### config.mk
export PLATFORM = sky130hd
export DESIGN_NAME = inst_fetch
export DESIGN_NICKNAME = d
export VERILOG_FILES = /design/src/rtl/inst_fetch.sv
export SDC_FILE = /design/constraint.sdc
export NUM_CORES = 1
export LEC_CHECK = 0
export CAP_MARGIN = 40
export CELL_PAD_IN_SITES_DETAIL_PLACEMENT = 2
export CELL_PAD_IN_SITES_GLOBAL_PLACEMENT = 2
export CORE_ASPECT_RATIO = 0.6
export CORE_UTILIZATION = 35
export CTS_BUF_LIST = sky130_fd_sc_hd__clkbuf_4 sky130_fd_sc_hd__clkbuf_8 sky130_fd_sc_hd__clkbuf_16
export DETAILED_ROUTE_END_ITERATION = 7
export GPL_TIMING_DRIVEN = 0
export PLACE_DENSITY = 0.71
export SKIP_CTS_REPAIR_TIMING = 1
export SYNTH_ARGS = -nofsm -noshare
export SYNTH_HDL_FRONTEND = slang
export SYNTH_SLANG_ARGS = --single-unit
### constraint.sdc
create_clock -name clock -period 6.4 [get_ports clock]
set_clock_uncertainty 0.05 [all_clocks]
set_input_delay 0.64 -clock clock [delete_from_list [all_inputs] [get_ports clock]]
set_output_delay 0.64 -clock clock [all_outputs]
set_load 0.1 [all_outputs]
### src/rtl/inst_fetch.sv
// Instruction fetch stage: owns the PC, issues word requests to instruction
// memory under a credit limit, queues returned words in a small FIFO and
// presents the head with opcode/funct split out. A redirect (taken branch)
// flushes the queue and discards every response still in flight.
//
// Handshakes (all sampled on the rising clock edge):
//   imem_req/imem_gnt     : a request transfers when imem_req & imem_gnt.
//                           imem_addr is held stable while imem_req is high
//                           and not yet granted.
//   imem_rvalid           : one response per transferred request, in order.
//                           It carries no back-pressure because the credit
//                           scheme always reserves a queue slot.
//   inst_valid/inst_ready : the head entry transfers when inst_valid &
//                           inst_ready. The head is held until it is taken.
`timescale 1ns/1ps

module inst_fetch #(
  parameter logic [31:0] RESET_PC = 32'h0040_0000,
  parameter int          DEPTH    = 4
) (
  input  logic        clock,
  input  logic        reset,
  output logic        imem_req,
  output logic [31:0] imem_addr,
  input  logic        imem_gnt,
  input  logic        imem_rvalid,
  input  logic [31:0] imem_rdata,
  input  logic        redirect,
  input  logic [31:0] redirect_pc,
  output logic        inst_valid,
  input  logic        inst_ready,
  output logic [31:0] inst,
  output logic [31:0] inst_pc,
  output logic [31:0] pc4,
  output logic [5:0]  opcode,
  output logic [5:0]  funct
);

  // Pointer width indexes the storage; count width must also hold DEPTH.
  localparam int PW = (DEPTH > 1) ? $clog2(DEPTH) : 1;
  localparam int CW = $clog2(DEPTH + 1);
  localparam logic [CW:0] DEPTH_C = DEPTH[CW:0];
  localparam logic [CW-1:0] ONE_C = {{(CW-1){1'b0}}, 1'b1};

  // Architectural state
  logic [31:0]   pc_q;           // next address to request
  logic [31:0]   resp_pc_q;      // address of the next response to be kept
  logic [CW-1:0] outstanding_q;  // accepted requests not yet answered
  logic [CW-1:0] drop_q;         // of those, how many are stale
  logic [CW-1:0] count_q;        // occupied queue entries
  logic [PW-1:0] wr_ptr_q;
  logic [PW-1:0] rd_ptr_q;
  logic [31:0]   word_mem [DEPTH];
  logic [31:0]   pc_mem   [DEPTH];

  // Per-cycle events
  logic          accept;         // request transferred to memory
  logic          resp_seen;      // response that matches an outstanding request
  logic          resp_keep;      // response that is pushed into the queue
  logic          pop;            // head consumed by the decoder
  logic [CW:0]   credit_used;
  logic [CW-1:0] outstanding_nxt;
  logic [31:0]   redirect_target;

  // Every entry already queued or still in flight owns a slot, so a new
  // request is only allowed while a slot remains free.
  assign credit_used     = {1'b0, count_q} + {1'b0, outstanding_q};
  assign imem_req        = reset & ~redirect & (credit_used < DEPTH_C);
  assign imem_addr       = pc_q;
  assign redirect_target = {redirect_pc[31:2], 2'b00};

  assign accept    = imem_req & imem_gnt;
  // A response with nothing outstanding cannot belong to this block.
  assign resp_seen = imem_rvalid & (outstanding_q != '0);
  // Stale responses are burned first; a response arriving alongside a
  // redirect is already on the wrong path.
  assign resp_keep = resp_seen & (drop_q == '0) & ~redirect;
  assign pop       = inst_valid & inst_ready & ~redirect;

  // Outstanding count after this cycle's grant and response; on a redirect
  // this is exactly the number of responses that must be thrown away.
  always_comb begin
    outstanding_nxt = outstanding_q;
    if (accept)    outstanding_nxt = outstanding_nxt + ONE_C;
    if (resp_seen) outstanding_nxt = outstanding_nxt - ONE_C;
  end

  // Request PC and the PC paired with each kept response.
  always_ff @(posedge clock or negedge reset) begin
    if (!reset) begin
      pc_q      <= RESET_PC;
      resp_pc_q <= RESET_PC;
    end else if (redirect) begin
      pc_q      <= redirect_target;
      resp_pc_q <= redirect_target;
    end else begin
      if (accept)    pc_q      <= pc_q + 32'd4;
      if (resp_keep) resp_pc_q <= resp_pc_q + 32'd4;
    end
  end

  // In-flight bookkeeping: outstanding requests and stale responses to skip.
  always_ff @(posedge clock or negedge reset) begin
    if (!reset) begin
      outstanding_q <= '0;
      drop_q        <= '0;
    end else begin
      outstanding_q <= outstanding_nxt;
      if (redirect) begin
        drop_q <= outstanding_nxt;
      end else if (resp_seen && (drop_q != '0)) begin
        drop_q <= drop_q - ONE_C;
      end
    end
  end

  // Queue storage; cleared on reset so the head outputs read zero.
  always_ff @(posedge clock or negedge reset) begin
    if (!reset) begin
      for (int i = 0; i < DEPTH; i++) begin
        word_mem[i] <= '0;
        pc_mem[i]   <= '0;
      end
    end else if (resp_keep) begin
      word_mem[wr_ptr_q] <= imem_rdata;
      pc_mem[wr_ptr_q]   <= resp_pc_q;
    end
  end

  // Queue pointers and occupancy; a redirect empties the queue outright.
  always_ff @(posedge clock or negedge reset) begin
    if (!reset) begin
      wr_ptr_q <= '0;
      rd_ptr_q <= '0;
      count_q  <= '0;
    end else if (redirect) begin
      wr_ptr_q <= '0;
      rd_ptr_q <= '0;
      count_q  <= '0;
    end else begin
      if (resp_keep) wr_ptr_q <= wr_ptr_q + 1'b1;
      if (pop)       rd_ptr_q <= rd_ptr_q + 1'b1;
      case ({resp_keep, pop})
        2'b10:   count_q <= count_q + ONE_C;
        2'b01:   count_q <= count_q - ONE_C;
        default: count_q <= count_q;
      endcase
    end
  end

  // Head presentation; values are meaningful only while inst_valid is high.
  assign inst_valid = (count_q != '0);
  assign inst       = word_mem[rd_ptr_q];
  assign inst_pc    = pc_mem[rd_ptr_q];
  assign pc4        = inst_pc + 32'd4;
  assign opcode     = inst[31:26];
  assign funct      = inst[5:0];

endmodule
==> results by group, run 1 <==
Status
  • Status: finished clean

Worst setup path
  • Setup crit end kind: output pin
  • Crit path cell chain: buf_4 -> buf_4 -> mux4_1 -> and4_4 -> nand4_4 -> buf_6 -> nor4_2 -> xor2_1 -> clkdlybuf4s50_1 -> buf_16
  • Reg2reg path depth: 8
  • Worst Path Max Fanout: 10
  • WP data required: 5.71 ns
  • Most used cell, CP: buf_4
  • Crit Path Class: reg2out
  • CP Launch Type: flip-flop
  • Worst path slowest cell: clkdlybuf4s50_1
  • Worst path max stage delay: between 0.5 and 0.6 ns
  • Worst EP arrival: 3.98 ns
  • Critical Path Stages: 10
  • Buf+Inv Stages, Crit Path: 5
  • Top Family by Delay on Critical Path: buffers and inverters

Synth
  • Yosys reg bits: 321
  • Syn Inst Count: 1219
  • Top cells by area, synth: dfrtp_1 (50%), mux2_2 (18%), mux4_2 (8.3%)
  • Synth area leader: dfrtp_1
  • Share of the synthesized area in the top cell type: 49.88%
  • Library cells used by synthesis: 63
  • Syn Area/Cell: between 10 and 15 sq um
  • Ys async rst share: 100.0%
  • Register area share after synthesis: 50.21%
  • EDFF count, synth: 0
  • Yosys warning total: 0
  • Synthesized cell area: 0.01600 sq mm
  • Synth Flop Type: dfrtp_1

Cells and area
  • Final #Nets: approximately 1700
  • ANT cells: 0
  • Layout cells sized above 1: 36.93%
  • Final instance area: 0.02232 sq mm
  • Layout area overhead: 39.48%
  • Fillers: 4250

Route
  • Drt drc: 0
  • Post-route ant nets: 0
  • DR WL/cell: 24.98 um
  • Routed vias: roughly 12000
  • First-pass DRT Iterations: 5
  • DRT iter0 DRCs: 735
  • Drt via density: 5.433
  • Routed wire length: 55500 um

Floorplan
  • Core ar.: 0.04497 sq mm
  • Cell row count: 60
  • Num ports: 212
  • Initial Utilization: 35.59%
  • Chip width: about 280 um
  • Vert. Die Dim: 167.6 um
  • DIE AREA: 0.04661 sq mm

CTS
  • Max H-tree Level: 2
  • Clock Sink Count: 321
  • CTS max path bufs: 3
  • Root Driver: clkbuf_16
  • Clock Pin Slew Worst Setup and Hold Paths: about 0.060 ns
  • TritonCTS clock tree: done
  • TritonCTS Buffers: 35
  • Clk Latency, worst-skew pair: approximately 0.55 ns

Global routing
  • Global-route wire length before repair: 86360 um
  • Overall Global Routing Usage: 24.25%
  • Overflow after GRT: 0
  • Largest net degree at the start of global routing: 113
  • Vias in the first global route: between 10000 and 15000
  • Initial antenna violation count: 2

Timing
  • Final setup violation count: 0
  • Worst Hold Slack: 0.07792 ns
  • Rel. slew slack: 39.40%
  • Worst-Margin Slew: 0.9090 ns
  • Slew Viols, Final: 0
  • Fin. Hold Viols: 0
  • Max Freq: 214.2 MHz
  • Share of the clock period used by the worst path: 72.96%
  • Fin crit period: 4.669 ns
  • RSZ-0062 raised after global routing: false

Place
  • Routability congestion estimate: between 0.8 and 0.9
  • # port buffers: 203
  • Placed cell area: about 0.021 sq mm
  • Post-DP HPWL: 40600 um

Power and ir drop
  • Peak supply drop: ~0.6 mV
  • Cell area power density: 583.9 mW/mm^2
  • Leak Pwr: between 9 and 10 nW

Flow run
  • Max Cap Viol: 0

Hold path
  • Worst Hold Class: in2async
-- kinds of logic (layout without fill, tap and decap cells) --
group,Yosys count,count (layout),synth area share (%)
AO/OA/AOI/OAI,101,101,4.160
XOR/XNOR,60,60,3.284
adder cells (fa/ha/maj),15,15,1.220
buffers and inverters,120,529,3.847
flip-flops,321,321,50.21
multiplexers,326,326,27.33
other,1,6,0.02343
AND/OR/NAND/NOR,275,275,9.930
-- state kept, by name (all words and copies together) (netlist names), 3 cells and up --
signal	cells
resp_pc_q	30
count_q	3
pc_mem	120
outstanding_q	3
drop_q	3
word_mem	128
imem_addr	30
-- layer usage --
metal	GRT usage (%)	share of wire, %
met5	0	0
met4	4.924	1.3
met3	4.967	4.4
met2	38.25	47
met1	34.53	47
-- metrics by stage --
stage | total power [mW] | cells | setup TNS [ns] | worst slack (ns) | util, %
5_1_grt | 13.47 | 2222 | 0 | 1.536 | 49.64
2_1_floorplan | 7.555 | 1224 | 0 | 1.707 | -
3_3_place_gp | 8.986 | 2016 | -3453.72 | -9.895 | 41.79
3_5_place_dp | 10.84 | 2157 | 0 | 1.698 | 46.81
4_1_cts | 13.16 | 2221 | 0 | 1.708 | 49.63
6_report | 13.03 | 2222 | 0 | 1.731 | 49.64
-- path summary, 6_finish.rpt --
kind | slack [ns] | from | endpoint
hold reg to reg | 0.45 | word_mem[26]$_DFFE_PN0P_ | word_mem[26]$_DFFE_PN0P_
min in group clock | 0.45 | word_mem[26]$_DFFE_PN0P_ | word_mem[26]$_DFFE_PN0P_
hold / removal | 0.08 | reset | word_mem[4]$_DFFE_PN0P_
max in group asynchronous | 4.57 | reset | imem_addr[4]$_DFFE_PN0P_
setup reg to reg | 3.39 | drop_q[0]$_DFFE_PN0P_ | word_mem[5]$_DFFE_PN0P_
setup / recovery | 1.73 | rd_ptr_q[1]$_DFFE_PN0P_ | pc4[31]
-- power by group --
group | switching, mW | internal, mW
registers | 0.285 | 2.40
clock network | 0.904 | 1.35
logic | 5.06 | 3.03
total | 6.25 | 6.78
-- cell usage after synthesis, types with 7 or more instances --
| library cell | number |
|---|---|
| and3_1 | 13 |
| o21ai_0 | 30 |
| o31ai_1 | 8 |
| a21oi_1 | 13 |
| buf_2 | 21 |
| nor4_2 | 7 |
| nor3_2 | 8 |
| nand2_1 | 65 |
| mux2_2 | 258 |
| mux4_2 | 59 |
| nand3_1 | 44 |
| nand4_1 | 26 |
| buf_4 | 21 |
| a31oi_1 | 10 |
| ha_1 | 14 |
| nor3_1 | 12 |
| dfrtp_1 | 319 |
| buf_1 | 7 |
| nor2_1 | 35 |
| clkbuf_1 | 36 |
| or3_1 | 9 |
| xor2_1 | 28 |
| o311ai_0 | 12 |
| inv_1 | 26 |
| o211ai_1 | 9 |
| xnor2_1 | 32 |
| nor4_1 | 15 |
-- area by class of cell --
cell class                 instances  area (sq um)  area share (%)
buffer                            93         514.2           2.304
clock buffer                      50          1044           4.675
clock inverter                    14         222.7          0.9978
inverter                          27         101.3          0.4540
multi-input combinational        783          7371           33.02
sequential                       321          8035           36.00
tap                              589         737.0           3.302
timing repair buffer             345          4297           19.25
-- cell usage in the layout (no fill, tap or decap), types with 28 or more instances in the layout --
cell	count
nand2_1	65
dfrtp_1	319
nor2_1	35
clkbuf_16	36
clkdlybuf4s50_1	202
o21ai_0	30
clkbuf_1	36
mux4_2	59
xor2_1	28
xnor2_1	32
buf_8	127
mux2_2	258
nand3_1	44
No activity file was read; power rests on OpenSTA's default activity.
==> run 2, diff against run 1 <==
Settings changed: PLACE_DENSITY 0.71 to 0.74.
Clock period 6.4 ns to 3.75 ns, I/O delays scaled along.
==> results by group, run 2 (synthesis gave the netlist of run 1 again) <==
Status
  • Status: finished, violations left (was finished clean)
  • Failing checks: setup timing

Global routing
  • Initial antenna violation count: 1 (was 2)
  • Overall Global Routing Usage: 24.02% (was 24.25%)
  • Vias in the first global route: 13750 (was 13820)
  • Overflow after GRT: 0 (unchanged)
  • Global-route wire length before repair: 85530 um (was 86360 um)
  • Largest net degree at the start of global routing: 114 (was 113)

Floorplan
  • DIE AREA: 0.04661 sq mm (unchanged)
  • Cell row count: 60 (unchanged)
  • Core ar.: 0.04497 sq mm (unchanged)
  • Num ports: 212 (unchanged)
  • Vert. Die Dim: 167.6 um (unchanged)
  • Chip width: 278.1 um (unchanged)
  • Initial Utilization: 35.59% (unchanged)

Cells and area
  • Layout area overhead: 41.85% (was 39.48%)
  • Top reg by flops: word_mem (unchanged)
  • Area of the multi-input gates: 0.007780 sq mm (was 0.007371 sq mm)
  • Commonest non-fill, non-tap cell in the layout: dfrtp_1 (unchanged)
  • Layout cells sized above 1: 40.22% (was 36.93%)
  • Fillers: 4104 (was 4250)
  • Final #Nets: 1691 (unchanged)
  • Max FFs per register: 128 (unchanged)
  • ANT cells: 0 (unchanged)
  • Final instance area: 0.02270 sq mm (was 0.02232 sq mm)
  • Biggest regs: word_mem (128), pc_mem (120) (unchanged)
  • FF/Latch Area: 0.008035 sq mm (unchanged)
  • Commonest non-fill, non-tap cells in the layout: dfrtp_1 (319), mux2_2 (258), clkdlybuf4s50_1 (178), buf_8 (109), nand2_1 (65) (was dfrtp_1 (319), mux2_2 (258), clkdlybuf4s50_1 (202), buf_8 (127), nand2_1 (65))

Worst setup path
  • Most used cell, CP: buf_12 (was buf_4)
  • CP Launch Type: flip-flop (unchanged)
  • Worst path slowest cell: clkdlybuf4s50_1 (unchanged)
  • Worst EP arrival: 3.46 ns (was 3.98 ns)
  • Crit Path Class: reg2out (unchanged)
  • WP data required: 3.32 ns (was 5.71 ns)
  • Worst path max stage delay: 0.54 ns (was 0.59 ns)
  • Worst Path Max Fanout: 10 (unchanged)
  • Reg2reg start: count_q[1]$_DFFE_PN0P_ (was drop_q[0]$_DFFE_PN0P_)
  • Crit path cell chain: buf_12 -> buf_12 -> mux4_2 -> and4_4 -> nand4_4 -> buf_12 -> buf_12 -> nor2_2 -> xnor2_2 -> clkdlybuf4s50_1 -> buf_8 (was buf_4 -> buf_4 -> mux4_1 -> and4_4 -> nand4_4 -> buf_6 -> nor4_2 -> xor2_1 -> clkdlybuf4s50_1 -> buf_16)
  • Setup crit end kind: output pin (unchanged)
  • Worst Setup SP: rd_ptr_q[0]$_DFFE_PN0P_ (was rd_ptr_q[1]$_DFFE_PN0P_)

Timing
  • Rel. slew slack: 43.14% (was 39.40%)
  • Final setup violation count: 3 (was 0)
  • Post-route worst setup slack: -0.1327 ns (was 1.731 ns)
  • Max Freq: 257.6 MHz
  • Fin. Hold Viols: 0 (unchanged)
  • Worst-Margin Slew: 0.8528 ns (was 0.9090 ns)
  • RSZ-0062 raised after global routing: true (was false)
  • Fin crit period: approximately 3.9 ns
  • Share of the clock period used by the worst path: 103.5%
  • Slew Viols, Final: 0 (unchanged)

Route
  • First-pass DRT Iterations: 5 (unchanged)
  • Drt drc: 0 (unchanged)
  • Drt via density: 5.465 (was 5.433)
  • DR WL/cell: 25.21 um (was 24.98 um)
  • Routed wire length: 55830 um (was 55500 um)
  • DRT iter0 DRCs: 794 (was 735)
  • Post-route ant nets: 0 (unchanged)
  • Routed vias: 12110 (was 12070)

CTS
  • Clock Pin Slew Worst Setup and Hold Paths: 0.06 ns (about the same)
  • TritonCTS Buffers: 34 (was 35)
  • Clk Latency, worst-skew pair: 0.52 ns (was 0.55 ns)
  • Root Driver: clkbuf_16 (unchanged)
  • Clock Sink Count: 321 (unchanged)
  • TritonCTS clock tree: done (unchanged)
  • Max H-tree Level: 2 (unchanged)
  • CTS max path bufs: 3 (unchanged)

Place
  • Setup WS pre-CTS: -0.3291 ns (was 1.698 ns)
  • # port buffers: 203 (unchanged)
  • Post-DP HPWL: 40890 um (was 40600 um)
  • Placed cell area: 0.02130 sq mm (was 0.02105 sq mm)
  • Routability congestion estimate: 0.8155 (was 0.8362)

Power and ir drop
  • Cell area power density: 974.2 mW/mm^2 (was 583.9 mW/mm^2)
  • Peak supply drop: 1.072 mV (was 0.5916 mV)
  • Leak Pwr: 10.18 nW (was 9.885 nW)

Hold path
  • Worst Hold Class: in2async (unchanged)

Flow run
  • Max Cap Viol: 0 (unchanged)
==> run 2: cell types whose count changed in the layout (fill, tap and decap cells not counted), moves of 8 or more <==
cell / delta
buf_4: +18
nor4_4: +8
xor2_1: -19
buf_8: -18
clkdlybuf4s50_1: -24
xor2_2: +12
buf_12: +27
==> run 2: routing by layer <==
metal  global-route usage [%]  part of all wire, %  wire, um
met4                    4.588                  1.5       817
met1                    33.76                   46     25760
met5                        0                    0         0
met3                    4.144                  4.4      2473
met2                    39.17                   48     26790
==> run 2: power breakdown <==
group / switching (mW) / internal, mW / total (mW)
combinational: 8.84 / 5.27 / 14.1
sequential: 0.487 / 4.09 / 4.58
clock: 1.44 / 1.99 / 3.43
==> run 2: through the flow <==
stage          utilization, %  hold WS, ns  std cells  total power [mW]   TNS, ns
3_3_place_gp            42.40       0.4301       2016             15.51  -4267.12
3_5_place_dp            47.36       0.4393       2159             18.67    -1.222
2_1_floorplan               -      0.02941       1224             13.11   -0.7083
5_1_grt                 50.48       0.2396       2215             22.89   -0.7643
6_report                50.48       0.2384       2215             22.11   -0.2782
4_1_cts                 49.82     -0.09279       2215             22.20    -20.66
==> run 2: worst max-delay path, delay by kind of cell (launching register included) <==
| family | cells | cell delay (ns) |
|---|---|---|
| buffers and inverters | 6 | 1.43 |
| and+or+nand+nor | 3 | 0.59 |
| DFF | 1 | 0.40 |
| muxes | 1 | 0.37 |
| xor gates and xnor gates | 1 | 0.13 |
==> run 2: worst paths after layout <==
path	to	slack, ns	cells after the start
min in group clock	imem_addr[25]$_DFFE_PN0P_	0.43	3
min	word_mem[15]$_DFFE_PN0P_	0.24	2
min reg2reg	pc_mem[112]$_DFFE_PN0P_	0.45	1
max	pc4[19]	-0.13	11
max reg2reg	imem_addr[16]$_DFFE_PN0P_	0.65	7
max in group asynchronous	word_mem[96]$_DFFE_PN0P_	2.12	4
==> run 2: final cells by class <==
| cell class | count | area share (%) |
|---|---|---|
| sequential | 321 | 35.40 |
| multi-input combinational | 783 | 34.27 |
| timing repair buffer | 347 | 19.33 |
| clock buffer | 49 | 4.569 |
| tap | 589 | 3.247 |
| buffer | 92 | 2.425 |
| inverter | 27 | 0.4465 |
| clock inverter | 7 | 0.3087 |
==> run 3, diff against run 2 <==
Settings changed: CORE_MARGIN from default to 3, SETUP_SLACK_MARGIN from default to 0.15.
==> results by group, run 3 (synthesis gave the netlist of run 1 again) <==
Route
  • DRT iter0 DRCs: 865 (was 794)
  • Routed vias: 12250 (was 12110)
  • Drt via density: 5.524 (was 5.465)
  • Routed wire length: 59790 um (was 55830 um)
  • Drt drc: 0 (unchanged)
  • First-pass DRT Iterations: 7 (was 5)
  • DR WL/cell: 26.96 um (was 25.21 um)
  • Post-route ant nets: 0 (unchanged)

Cells and area
  • Top reg by flops: word_mem (unchanged)
  • Area of the multi-input gates: 0.007939 sq mm (was 0.007780 sq mm)
  • Commonest non-fill, non-tap cells in the layout: dfrtp_1 (319), mux2_2 (258), clkdlybuf4s50_1 (176), buf_8 (105), nand2_1 (65) (was dfrtp_1 (319), mux2_2 (258), clkdlybuf4s50_1 (178), buf_8 (109), nand2_1 (65))
  • Max FFs per register: 128 (unchanged)
  • FF/Latch Area: 0.008035 sq mm (unchanged)
  • Fillers: 4092 (was 4104)
  • Layout area overhead: 44.35% (was 41.85%)
  • Final #Nets: 1696 (was 1691)
  • Biggest regs: word_mem (128), pc_mem (120) (unchanged)
  • Layout cells sized above 1: 40.75% (was 40.22%)
  • Commonest non-fill, non-tap cell in the layout: dfrtp_1 (unchanged)

Timing
  • Fin. Hold Viols: 0 (unchanged)
  • Worst-Margin Slew: 0.9246 ns (was 0.8528 ns)
  • RSZ-0062 raised after global routing: true (unchanged)
  • Share of the clock period used by the worst path: 99.28% (was 103.5%)
  • Worst Hold Slack: 0.1790 ns (was 0.2384 ns)
  • Post-route worst setup slack: 0.02694 ns (was -0.1327 ns)
  • Final setup violation count: 0 (was 3)
  • Rel. slew slack: 38.36% (was 43.14%)
  • Setup TNS: 0 ns (was -0.2782 ns)
  • Max Freq: 268.6 MHz (was 257.6 MHz)
  • Fin crit period: 3.723 ns (was 3.883 ns)
  • Slew Viols, Final: 0 (unchanged)

CTS
  • Clk Latency, worst-skew pair: 0.54 ns (was 0.52 ns)
  • TritonCTS clock tree: done (unchanged)
  • Max H-tree Level: 2 (unchanged)
  • Clock Pin Slew Worst Setup and Hold Paths: 0.06 ns (about the same)
  • Root Driver: clkbuf_16 (unchanged)
  • Clock Sink Count: 321 (unchanged)
  • TritonCTS Buffers: 35 (was 34)
  • CTS max path bufs: 3 (unchanged)

Worst setup path
  • WP data required: 3.32 ns (about the same)
  • Worst EP arrival: 3.30 ns (was 3.46 ns)
  • Crit Path Class: reg2out (unchanged)
  • Reg2reg path depth: 7 (unchanged)
  • Setup crit end kind: output pin (unchanged)
  • Worst Path Max Fanout: 10 (unchanged)
  • CP Launch Type: flip-flop (unchanged)

Power and ir drop
  • Cell area power density: 981.2 mW/mm^2 (was 974.2 mW/mm^2)
  • Final Power: 22.67 mW (was 22.11 mW)
  • Leak Pwr: 10.36 nW (was 10.18 nW)
  • Peak supply drop: 1.352 mV (was 1.072 mV)

Place
  • # port buffers: 203 (unchanged)
  • Setup WS pre-CTS: -0.1954 ns (was -0.3291 ns)
  • Post-DP HPWL: 42820 um (was 40890 um)
  • Routability congestion estimate: 0.8426 (was 0.8155)

Global routing
  • Overflow after GRT: 0 (unchanged)
  • Overall Global Routing Usage: 24.68% (was 24.02%)
  • Largest net degree at the start of global routing: 118 (was 114)
  • Global-route wire length before repair: 90670 um (was 85530 um)
  • Initial antenna violation count: 2 (was 1)
  • Vias in the first global route: 14280 (was 13750)

Flow run
  • Max Cap Viol: 0 (unchanged)

Floorplan
  • Num ports: 212 (unchanged)
  • Vert. Die Dim: 171.6 um (was 167.6 um)
  • DIE AREA: 0.04841 sq mm (was 0.04661 sq mm)
  • Core ar.: 0.04422 sq mm (was 0.04497 sq mm)
  • Chip width: 282.1 um (was 278.1 um)
  • Initial Utilization: 36.19% (was 35.59%)
  • Cell row count: 59 (was 60)

Hold path
  • Worst Hold Class: in2async (unchanged)

Status
  • Status: finished clean (was finished, violations left)
-- run 3: cell types whose count changed in the layout (fill, tap and decap cells not counted), sizes merged --
cell,delta
clkdlybuf4s15,-1
inv,-1
dlygate4sd3,+3
bufinv,+1
clkinv,+1
clkbuf,+4
buf,+5
clkinvlp,+1
diode,+2
clkdlybuf4s50,-2
-- run 3: worst paths after layout --
path                                                   to  slack [ns]                        from
worst max-delay path                              pc4[30]        0.03     rd_ptr_q[0]$_DFFE_PN0P_
worst max register to register  imem_addr[21]$_DFFE_PN0P_        0.66  outstanding_q[2]$_DFF_PN0_
max in group asynchronous        word_mem[92]$_DFFE_PN0P_        1.96                       reset
worst min-delay path             imem_addr[4]$_DFFE_PN0P_        0.18                       reset
min in group clock               resp_pc_q[9]$_DFFE_PN0N_        0.43              redirect_pc[9]
worst min register to register   word_mem[32]$_DFFE_PN0P_        0.45    word_mem[32]$_DFFE_PN0P_
-- run 3: metal layers --
layer	GRT usage (%)	up-vias	wire, um
li1	-	5266	-
met1	33.40	6623	26560
met2	42.24	290	29850
met3	3.975	71	2425
met4	4.919	2	934
met5	0	-	13
-- run 3: power by group --
group / switching, mW / total (mW) / internal [mW]
clock: 1.51 / 3.66 / 2.16
sequential: 0.506 / 4.60 / 4.09
combinational: 8.98 / 14.4 / 5.42
total: 11.0 / 22.7 / 11.7
-- run 3: final cells by class --
cell class	instances	area share, %
antenna	2	0.02167
buffer	93	2.654
clock buffer	54	4.729
clock inverter	9	0.4983
inverter	27	0.4387
multi-input combinational	783	34.37
sequential	321	34.78
tap	579	3.136
timing repair buffer	350	19.37
-- run 3: critical path, cell delays in order (launching register included) --
cell	delay, ns
dfrtp_1	0.40
buf_12	0.17
buf_12	0.16
mux4_2	0.36
buf_6	0.13
ha_4	0.16
nand3_4	0.12
or2_4	0.27
buf_12	0.16
nor4_4	0.41
xor2_4	0.19
buf_12	0.19
-- run 3: through the flow --
step | utilization [%] | instances | area (sq um)
2_1_floorplan | - | 1224 | 16420
4_1_cts | 51.33 | 2212 | 22700
3_5_place_dp | 48.60 | 2149 | 21490
5_1_grt | 52.23 | 2216 | 23090
3_3_place_gp | 43.36 | 2006 | 19170
6_report | 52.24 | 2218 | 23100
